--- config.mk ---
export PLATFORM = sky130hd
export DESIGN_NAME = mem_cmd_scheduler
export DESIGN_NICKNAME = d
export VERILOG_FILES = /design/src/rtl/mem_ctrl_pkg.sv /design/src/rtl/address_parser.sv /design/src/rtl/bank_state_table.sv /design/src/rtl/mem_cmd_scheduler.sv
export SDC_FILE = /design/constraint.sdc
export NUM_CORES = 1
export LEC_CHECK = 0
export CORE_AREA = 8 8 410 412
export CTS_BUF_LIST = sky130_fd_sc_hd__clkbuf_2
export CTS_CLUSTER_DIAMETER = 100
export DETAILED_ROUTE_END_ITERATION = 8
export DIE_AREA = 0 0 418 420
export MAX_ROUTING_LAYER = met4
export PLACE_DENSITY = 0.42
export SLEW_MARGIN = 25
export SYNTH_ARGS = -nofsm -noshare
export SYNTH_HDL_FRONTEND = slang
export SYNTH_HIERARCHICAL = 1
export SYNTH_SLANG_ARGS = --single-unit
--- constraint.sdc ---
create_clock -name clk_in -period 3.6 [get_ports clk_in]
set_clock_uncertainty 0.05 [all_clocks]
set_input_delay 0.9 -clock clk_in [delete_from_list [all_inputs] [get_ports clk_in]]
set_output_delay 0.9 -clock clk_in [all_outputs]
set_load 0.02 [all_outputs]
--- src/rtl/mem_ctrl_pkg.sv ---
// Shared types for the memory command scheduler.
// Holds the DRAM command encoding, scheduler FSM states and the latched request record.
// MEM_CMD_SCHED_CLOSED_PAGE_EN adds the AUTO_PRE state.
package mem_ctrl_pkg;

  // Default geometry. sched_req_t is sized from these, so the scheduler's
  // geometry parameters must be kept equal to them.
  localparam int ROW_W = 8;
  localparam int COL_W = 4;
  localparam int BG_W  = 2;
  localparam int BA_W  = 1;

  typedef enum logic [2:0] {
    CMD_READ      = 3'd0,
    CMD_WRITE     = 3'd1,
    CMD_ACTIVATE  = 3'd2,
    CMD_PRECHARGE = 3'd3
  } cmd_e;

  // S_IDLE must encode as zero; it is the reset state.
  typedef enum logic [2:0] {
    S_IDLE,
    S_PRE,
    S_WAIT_PRE,
    S_ACT,
    S_WAIT_ACT,
    S_COL
`ifdef MEM_CMD_SCHED_CLOSED_PAGE_EN
    , S_AUTO_PRE
`endif
  } sched_state_e;

  typedef struct packed {
    logic              write;
    logic [ROW_W-1:0]  row;
    logic [COL_W-1:0]  col;
    logic [BG_W-1:0]   bg;
    logic [BA_W-1:0]   ba;
    logic [7:0][63:0]  data;
  } sched_req_t;

endpackage

--- src/rtl/address_parser.sv ---
// Splits a physical request address into DRAM fields, LSB up: col, bank, bank group, row.
// Latency: purely combinational.
// Backpressure: none.
// Ports: addr in; col, ba, bg, row out. Address bits above the row field are ignored.
module address_parser #(
  parameter int PADDR_BITS = 19,
  parameter int COL_BITS   = 4,
  parameter int BA_BITS    = 1,
  parameter int BG_BITS    = 2,
  parameter int ROW_BITS   = 8
) (
  input  logic [PADDR_BITS-1:0] addr,
  output logic [COL_BITS-1:0]   col,
  output logic [BA_BITS-1:0]    ba,
  output logic [BG_BITS-1:0]    bg,
  output logic [ROW_BITS-1:0]   row
);
  localparam int BA_LSB  = COL_BITS;
  localparam int BG_LSB  = BA_LSB + BA_BITS;
  localparam int ROW_LSB = BG_LSB + BG_BITS;
  localparam int TOP     = ROW_LSB + ROW_BITS;

  assign col = addr[BA_LSB-1:0];
  assign ba  = addr[BG_LSB-1:BA_LSB];
  assign bg  = addr[ROW_LSB-1:BG_LSB];
  assign row = addr[TOP-1:ROW_LSB];

  // Spare high address bits carry no DRAM meaning.
  logic unused_hi;
  assign unused_hi = ^addr[PADDR_BITS-1:TOP];
endmodule

--- src/rtl/bank_state_table.sv ---
// Per-bank open-row table: one open bit and one row per {bank_group, bank} entry.
// Latency: lookup is combinational; an update is visible the cycle after it is applied.
// Backpressure: none. Ports: lookup (lkp_idx -> lkp_open/lkp_row); update (upd_en/upd_idx/upd_open/upd_row).
module bank_state_table #(
  parameter int ENTRIES  = 8,
  parameter int IDX_W    = 3,
  parameter int ROW_BITS = 8
) (
  input  logic                clk,
  input  logic                rst_n,
  input  logic [IDX_W-1:0]    lkp_idx,
  output logic                lkp_open,
  output logic [ROW_BITS-1:0] lkp_row,
  input  logic                upd_en,
  input  logic [IDX_W-1:0]    upd_idx,
  input  logic                upd_open,
  input  logic [ROW_BITS-1:0] upd_row
);
  logic [ENTRIES-1:0]               open_q;
  logic [ENTRIES-1:0][ROW_BITS-1:0] row_q;

  always_ff @(posedge clk or negedge rst_n) begin
    if (!rst_n) begin
      open_q <= '0;
      row_q  <= '0;
    end else if (upd_en) begin
      open_q[upd_idx] <= upd_open;
      // Closing a bank keeps the stale row; only the open bit matters then.
      if (upd_open) row_q[upd_idx] <= upd_row;
    end
  end

  assign lkp_open = open_q[lkp_idx];
  assign lkp_row  = row_q[lkp_idx];
endmodule

--- src/rtl/mem_cmd_scheduler.sv ---
// Turns one memory request at a time into PRECHARGE/ACTIVATE/READ/WRITE commands, tracking open rows per bank.
// Latency from accept: hit +1; closed +1 / +1+tRCD; conflict +1 / +1+tRP / +1+tRP+tRCD (plus burst-gap stalls).
// Backpressure: req_ready_out is high only in IDLE; the command side has no backpressure.
// Ports: clk_in, rst_N_in; request req_valid_in/req_ready_out/req_write_in/req_addr_in/req_data_in;
//        command cmd_valid_out/cmd_out/bank_group_out/bank_out/row_out/col_out/wdata_out; busy_out.
// MEM_CMD_SCHED_CLOSED_PAGE_EN: auto-precharge after every column command (closed-page policy).
module mem_cmd_scheduler
  import mem_ctrl_pkg::*;
#(
  parameter int ACTIVATION_LATENCY = 8,
  parameter int PRECHARGE_LATENCY  = 5,
  parameter int BURST_CYCLES       = 8,
  parameter int BANK_GROUPS        = 4,
  parameter int BANKS_PER_GROUP    = 2,
  parameter int ROW_BITS           = 8,
  parameter int COL_BITS           = 4,
  parameter int PADDR_BITS         = 19
) (
  input  logic                               clk_in,
  input  logic                               rst_N_in,
  input  logic                               req_valid_in,
  output logic                               req_ready_out,
  input  logic                               req_write_in,
  input  logic [PADDR_BITS-1:0]              req_addr_in,
  input  logic [7:0][63:0]                   req_data_in,
  output logic                               cmd_valid_out,
  output logic [2:0]                         cmd_out,
  output logic [$clog2(BANK_GROUPS)-1:0]     bank_group_out,
  output logic [$clog2(BANKS_PER_GROUP)-1:0] bank_out,
  output logic [ROW_BITS-1:0]                row_out,
  output logic [COL_BITS-1:0]                col_out,
  output logic [7:0][63:0]                   wdata_out,
  output logic                               busy_out
);
  localparam int BG_BITS = $clog2(BANK_GROUPS);
  localparam int BA_BITS = $clog2(BANKS_PER_GROUP);
  localparam int IDX_W   = BG_BITS + BA_BITS;
  localparam int TMR_W   = 8;
  localparam logic [TMR_W-1:0] ACT_WAIT = TMR_W'(ACTIVATION_LATENCY - 1);
  localparam logic [TMR_W-1:0] PRE_WAIT = TMR_W'(PRECHARGE_LATENCY - 1);
  localparam logic [TMR_W-1:0] GAP_LOAD = TMR_W'(BURST_CYCLES - 1);

  sched_state_e        state_q, state_d;
  logic [TMR_W-1:0]    wait_q, wait_d, gap_q, gap_d;
  sched_req_t          req_q;
  logic                accept, issue, upd_en, upd_open, lkp_open;
  cmd_e                issue_cmd;
  logic [COL_BITS-1:0] p_col;
  logic [BA_BITS-1:0]  p_ba;
  logic [BG_BITS-1:0]  p_bg;
  logic [ROW_BITS-1:0] p_row, lkp_row;

  address_parser #(
    .PADDR_BITS(PADDR_BITS), .COL_BITS(COL_BITS), .BA_BITS(BA_BITS),
    .BG_BITS(BG_BITS), .ROW_BITS(ROW_BITS)
  ) u_parser (
    .addr(req_addr_in), .col(p_col), .ba(p_ba), .bg(p_bg), .row(p_row)
  );

  bank_state_table #(
    .ENTRIES(BANK_GROUPS * BANKS_PER_GROUP), .IDX_W(IDX_W), .ROW_BITS(ROW_BITS)
  ) u_banks (
    .clk(clk_in), .rst_n(rst_N_in),
    .lkp_idx({p_bg, p_ba}), .lkp_open(lkp_open), .lkp_row(lkp_row),
    .upd_en(upd_en), .upd_idx({req_q.bg, req_q.ba}), .upd_open(upd_open), .upd_row(req_q.row)
  );

`ifdef MEM_CMD_SCHED_CLOSED_PAGE_EN
  // Set once the auto-precharge has issued; AUTO_PRE then just counts out tRP.
  logic auto_wait_q, auto_wait_d;
`endif

  always_comb begin
    state_d   = state_q;
    wait_d    = wait_q;
    gap_d     = (gap_q != '0) ? gap_q - 1'b1 : '0;
    accept    = 1'b0;
    issue     = 1'b0;
    issue_cmd = CMD_READ;
    upd_en    = 1'b0;
    upd_open  = 1'b0;
`ifdef MEM_CMD_SCHED_CLOSED_PAGE_EN
    auto_wait_d = auto_wait_q;
`endif
    unique case (state_q)
      S_IDLE: if (req_valid_in) begin
        accept = 1'b1;
        if (lkp_open && lkp_row == p_row) state_d = S_COL;
        else if (lkp_open)                state_d = S_PRE;
        else                              state_d = S_ACT;
      end
      S_PRE: if (gap_q == '0) begin
        issue     = 1'b1;
        issue_cmd = CMD_PRECHARGE;
        upd_en    = 1'b1;
        wait_d    = PRE_WAIT;
        state_d   = S_WAIT_PRE;
      end
      // Leaving on the decrement that reaches zero puts the next command
      // exactly LATENCY cycles after the one that loaded the counter.
      S_WAIT_PRE: begin
        wait_d = (wait_q != '0) ? wait_q - 1'b1 : '0;
        if (wait_q <= 1) state_d = S_ACT;
      end
      S_ACT: begin
        issue     = 1'b1;
        issue_cmd = CMD_ACTIVATE;
        upd_en    = 1'b1;
        upd_open  = 1'b1;
        wait_d    = ACT_WAIT;
        state_d   = S_WAIT_ACT;
      end
      S_WAIT_ACT: begin
        wait_d = (wait_q != '0) ? wait_q - 1'b1 : '0;
        if (wait_q <= 1) state_d = S_COL;
      end
      S_COL: if (gap_q == '0) begin
        issue     = 1'b1;
        issue_cmd = req_q.write ? CMD_WRITE : CMD_READ;
        gap_d     = GAP_LOAD;
`ifdef MEM_CMD_SCHED_CLOSED_PAGE_EN
        auto_wait_d = 1'b0;
        state_d     = S_AUTO_PRE;
`else
        state_d     = S_IDLE;
`endif
      end
`ifdef MEM_CMD_SCHED_CLOSED_PAGE_EN
      S_AUTO_PRE: begin
        if (!auto_wait_q) begin
          if (gap_q == '0) begin
            issue       = 1'b1;
            issue_cmd   = CMD_PRECHARGE;
            upd_en      = 1'b1;
            wait_d      = PRE_WAIT;
            auto_wait_d = 1'b1;
          end
        end else begin
          wait_d = (wait_q != '0) ? wait_q - 1'b1 : '0;
          if (wait_q == '0) state_d = S_IDLE;
        end
      end
`endif
      default: state_d = S_IDLE;
    endcase
  end

  always_ff @(posedge clk_in or negedge rst_N_in) begin
    if (!rst_N_in) begin
      state_q        <= S_IDLE;
      wait_q         <= '0;
      gap_q          <= '0;
      req_q          <= '0;
      cmd_valid_out  <= 1'b0;
      cmd_out        <= '0;
      bank_group_out <= '0;
      bank_out       <= '0;
      row_out        <= '0;
      col_out        <= '0;
    end else begin
      state_q       <= state_d;
      wait_q        <= wait_d;
      gap_q         <= gap_d;
      cmd_valid_out <= issue;
      if (accept) begin
        req_q <= '{write: req_write_in, row: p_row, col: p_col, bg: p_bg, ba: p_ba, data: req_data_in};
      end
      if (issue) begin
        cmd_out        <= issue_cmd;
        bank_group_out <= req_q.bg;
        bank_out       <= req_q.ba;
        row_out        <= req_q.row;
        col_out        <= req_q.col;
      end
    end
  end

`ifdef MEM_CMD_SCHED_CLOSED_PAGE_EN
  always_ff @(posedge clk_in or negedge rst_N_in) begin
    if (!rst_N_in) auto_wait_q <= 1'b0;
    else           auto_wait_q <= auto_wait_d;
  end
`endif

  assign wdata_out     = req_q.data;
  assign req_ready_out = (state_q == S_IDLE);
  assign busy_out      = (state_q != S_IDLE);
endmodule

## After elaboration in Yosys (flattened, before gate mapping)

Index checks and enable logic that the tools add are counted.

- Register bits: 638
- Latch bits: 0
- RAM bits: 0
- Memory bits (read-only): 0
- Input bits: 535
- Logic and storage cells: 95
- Memories: 0

- Add/sub/neg operators: 2
- Multipliers: 0
- Div/mod/pow operators: 0
- Magnitude comparators: 4
- Eq/ne operators: 11
- Shifts and indexed selects: 0
- Muxes and demuxes: 34
- Bitwise logic cells: 0
- Reductions and logical operators: 13

Operators by type and width:

| kind | number |
|---|---|
| $bwmux 64 | 1 |
| $mux 8 | 7 |
| $bmux 8 s3 | 1 |
| $demux 8 s3 | 1 |
| $pmux 8 s3 | 1 |
| $mux 3 | 6 |
| $pmux 3 s6 | 1 |
| $reduce_bool 8->1 | 2 |
| $sub 8x1->8 const B | 2 |
| $ne 2x2->1 const B | 5 |
| $bwmux 8 | 1 |
| $eq 8x8->1 | 1 |
| $le 8x1->1 const B | 1 |
| $logic_not 8->1 | 1 |
| $lt 3x4->1 const B | 2 |
| $mux 1 | 8 |
| $eq 3x2->1 const B | 2 |
| $eq 3x3->1 const B | 2 |
| $pmux 2 s3 | 1 |
| $reduce_bool 3->1 | 2 |
| $reduce_and 5->1 | 1 |
| $mux 2 | 2 |
| $pmux 1 s2 | 2 |
| $reduce_and 2->1 | 2 |
| 7 further kinds | 9 |

## Longest topological paths before layout

- Depth after elaboration: 7
- Gate-level depth with buffers: 10
- Gate-level depth less buffers: 8

## Modules after synthesis

The synthesis kept the hierarchy.

Modules (own cells, without submodules):

| module | times used | cells each | area each (µm²) |
|---|---|---|---|
| mem_cmd_scheduler | 1 | 1813 | 25286.8 |
| bank_state_table | 1 | 204 | 3342.0 |
| address_parser | 1 | 15 | 112.6 |

## Least setup slack after synthesis

No wires, ideal clock.

- Path type: input -> register
- Start point: input req_addr_in[4]
- End point: register state_q[2]
- Library setup time: 82 ps
- Arrival time: 2722 ps
- Slack: 745 ps
- Stages: 9
- Path buffers: 3
- Cells stage by stage: buf_4 > buf_4 > buf_6 > mux4_2 > mux2_2 > xor2_1 > nor4_1 > a31oi_1 > o22ai_1

- Word-level cells in the longest chain between the ends: 7

RTL lines:

| what | line | text |
|---|---|---|
| start, declared | mem_cmd_scheduler.sv:24 | `input logic [PADDR_BITS-1:0] req_addr_in,` |
| $bmux 8 s3 | bank_state_table.sv:34 | `assign lkp_row = row_q[lkp_idx];` |
| $mux 8 (not written as such) | bank_state_table.sv:34 |  |
| net lkp_row[5] | mem_cmd_scheduler.sv:51 | `logic [ROW_BITS-1:0] p_row, lkp_row;` |
| $eq 8x8->1 | mem_cmd_scheduler.sv:88 | `if (lkp_open && lkp_row == p_row) state_d = S_COL;` |
| $logic_and 1x1->1 | mem_cmd_scheduler.sv:88 |  |
| $mux 3 | mem_cmd_scheduler.sv:88 |  |
| $mux 3 | mem_cmd_scheduler.sv:86 | `S_IDLE: if (req_valid_in) begin` |
| $pmux 3 s6 | mem_cmd_scheduler.sv:85 | `unique case (state_q)` |
| end signal, assigned | mem_cmd_scheduler.sv:161 | `state_q <= state_d;` |
| end, declared | mem_cmd_scheduler.sv:43 | `sched_state_e state_q, state_d;` |

The timed path passes the listed nets, and every way through them passes these cells. The select of a mux whose other input is x is not followed.
A chain may end at the register's enable or synchronous reset.

## Worst setup path in the final report

- Start point: register state_q[0]
- End point: output req_ready_out

- Word-level cells in the longest chain between the ends: 1

RTL lines:

| what | line | text |
|---|---|---|
| $logic_not 3->1 | mem_cmd_scheduler.sv:186 | `assign req_ready_out = (state_q == S_IDLE);` |
| end, declared | mem_cmd_scheduler.sv:22 | `output logic req_ready_out,` |

Every way passes these cells.

==> flow_summary.yaml <==
cts:
  cts-root-buf: "clkbuf_2"
  clockBufferDepth: 3
  cts_tree: "yes"
  insertion_delay_ns: 1.58
  htreeDepth: 4
  cts.reportedPaths.clkPinSlew_ns: 0.11
  numCtsBuffers: 193
  cts.sinks: 637
die:
  die_x_um: 418
  rows: 148
  die_y_um: 420
  core-area_sq_um: 161700
  initial_core_util_pct: 17.78
  ios: 1068
  die_area_sq_um: 175600
route:
  vias: 21420
  drc_errors: 0
  drt_wl_total_mm: 122.3
  drt_iter0_markers: 744
  drt-vias-per-instance: 3.605
  dr.pass1.iters: 4
  wl_per_cell_um: 20.59
  ant_nets: 0
place:
  dpl.cell_count: 4731
  port_buffers: 1062
  routabilityCongestion: 0.8183
  dp_slack_ns: 0.2387
  dpl.hpwl_mm: 92.56
synth:
  syn_inst: 2032
  ys_ff_latch: 637
  synthTopCellsByArea: "dfrtp_1, mux2_2, buf_4, mux4_2, mux2_4"
  ys_top_cells_by_count: "dfrtp_1, mux2_2, buf_4, buf_2, mux2_4"
  ys_seq_area_share_pct: 55.46
  synth_top_area_cell: "dfrtp_1"
  synthFlopType: "dfrtp_1"
  synth_nets: 2571
  synth_top_area_share_pct: 55.46
  netlist_area_sq_um: 28740
  synth_edf_count: 0
  synth_most_common_cell: "dfrtp_1"
  ys_warn_count: 6
  synthArstFlopShare_pct: 100.0
  ys_types: 54
  avgSynthCellArea_sq_um: 14.14
setup_path:
  critical_path.max_fanout: 3
  critPathArrivalTime_ns: 2.57
  setup.worst_path.class: "flop to output port"
  cp_cell_sequence: "or3_4, inv_2, buf_8"
  worst_path_max_delay_cell: "or3_4"
  cp-start-kind: "flop"
  critPathCaptureType: "output port"
  cp.required_ns: 2.65
  slowest_delay_ns: 0.44
grt:
  grt_first_pass_wirelength_mm: 170.7
  grt_overflow: 0
  antenna_found_initial: 45
  grt_pass1_vias: 23660
  grt_start_max_net_pins: 62
  grt_use_total_pct: 13.71
layout:
  stdcell_count: 5941
  area_delta_synth_final_pct: 64.40
  final_core_util_pct: 29.23
  seq_area_sq_um: 15950
  nFillCells: 16750
  fin_nets: 4142
  multi_input_area_sq_um: 8418
  drive_above_1_share_pct: 41.75
sta:
  final-hold-violation-count: 0
  final-max-slew-violation-count: 0
  relSlewSlack_pct: 25.17
  setup_viol: 0
  holdWs_ns: 0.4309
  worst_pin_slew_ns: 1.122
  fin_crit_sh_pct: 97.67
  fin_crit_ns: 3.516
  worst_slack_ns: 0.08378
  max_clock_freq_mhz: 284.4
  rsz0062_at_grt: "true"
power:
  p_leak_nw: 20.70
  finalPower_mw: 35.68
  ir_worst_vdd_mv: 0.3541
  powerDensity_nw_per_um2: 755.1
hold_path:
  hp-class: "flop to flop"
run_status:
  outcome: "complete, no violations"
flow_run:
  max_cap_violations: 0
[placed cells by master, fill, tap and decap left out, drive strengths merged, types with 3 or more instances in the layout]
| cell type | n |
|---|---|
| mux2 | 617 |
| or3 | 6 |
| nand3 | 5 |
| inv | 17 |
| a21oi | 9 |
| a211o | 3 |
| nor2 | 22 |
| clkdlybuf4s50 | 528 |
| dlygate4sd3 | 838 |
| clkbuf | 283 |
| a21o | 6 |
| nor4 | 5 |
| clkinvlp | 3 |
| nor3b | 3 |
| or2 | 3 |
| xnor2 | 4 |
| nand2b | 5 |
| mux4 | 18 |
| xor2 | 10 |
| ha | 4 |
| dfrtp | 637 |
| diode | 27 |
| clkinv | 38 |
| nand2 | 13 |
| o31ai | 3 |
| o21ai | 13 |
| buf | 583 |
| clkdlybuf4s15 | 30 |
[power breakdown]
group	switching (mW)	internal [mW]	total (mW)	leakage, nW
logic	9.03	8.27	17.3	11.7
clock network	3.40	2.25	5.64	1.29
registers	2.16	10.6	12.7	7.74
[routing by layer]
layer | GRT usage [%] | up-vias | part of all wire [%]
met5 | - | - | 0
met4 | 4.945 | 0 | 3.4
met3 | 4.654 | 253 | 6.5
met2 | 23.35 | 780 | 51
met1 | 14.88 | 10640 | 39
li1 | - | 9748 | -
[worst max-delay path: cells and delay by family, from the launching register on]
| family | cells | cell delay, ns |
|---|---|---|
| simple gates | 1 | 0.44 |
| flops | 1 | 0.38 |
| buf+inv | 2 | 0.22 |
[cells by family after synthesis]
logic type	share of synthesized area, %
adder cells (fa/ha/maj)	0.1741
multiplexers	25.91
flip-flops	55.46
buffers and inverters	15.31
other	0.01305
AND/OR/NAND/NOR	1.454
XOR/XNOR	0.4266
AO/OA/AOI/OAI	1.249
[area by class of cell]
cell class | count | share of cell area, %
flip-flops and latches | 637 | 33.75
clock buffers | 283 | 2.997
repair buffers | 1979 | 38.87
multi-input cells | 780 | 17.82
well taps | 2175 | 5.759
diodes | 27 | 0.1430
inverters | 12 | 0.09533
clock inverters | 48 | 0.5640
[state kept, by name, indices dropped and copies added (netlist names), 4 cells and up]
signal and flops:
req_q 16, row_out 8, u_banks/row_q 64, wdata_out 512
gap_q 8, u_banks/open_q 8, wait_q 8, col_out 4
[worst paths after layout]
path | startpoint | to | slack [ns] | depth (start not counted)
max | state_q[0] | req_ready_out | 0.08 | 3
min | req_q[515] | col_out[0] | 0.43 | 1
max reg2reg | gap_q[2] | u_banks/row_q[1] | 0.46 | 7
min reg2reg | req_q[515] | col_out[0] | 0.43 | 1
max in group asynchronous | rst_N_in | wdata_out[28] | 2.08 | 5
min in group asynchronous | rst_N_in | wdata_out[463] | 0.58 | 4
[per-stage QoR]
stage | setup TNS, ns | area, sq um
after global placement | 0 | 38480
after CTS | -4.070 | 47180
after detailed placement | 0 | 38480
after floorplan | 0 | 28740
after global routing | -0.6530 | 47240
final | 0 | 47250
[timing repair]
action	in CTS	in global routing
hold buffers	839	0
gates cloned	0	0
buffers inserted	13	0
hold endpoints to repair	1168	0
setup endpoints to repair	532	2
pin swaps	1	0
resized for setup	2626	0
Note: power is estimated with default switching activity, not from simulation.
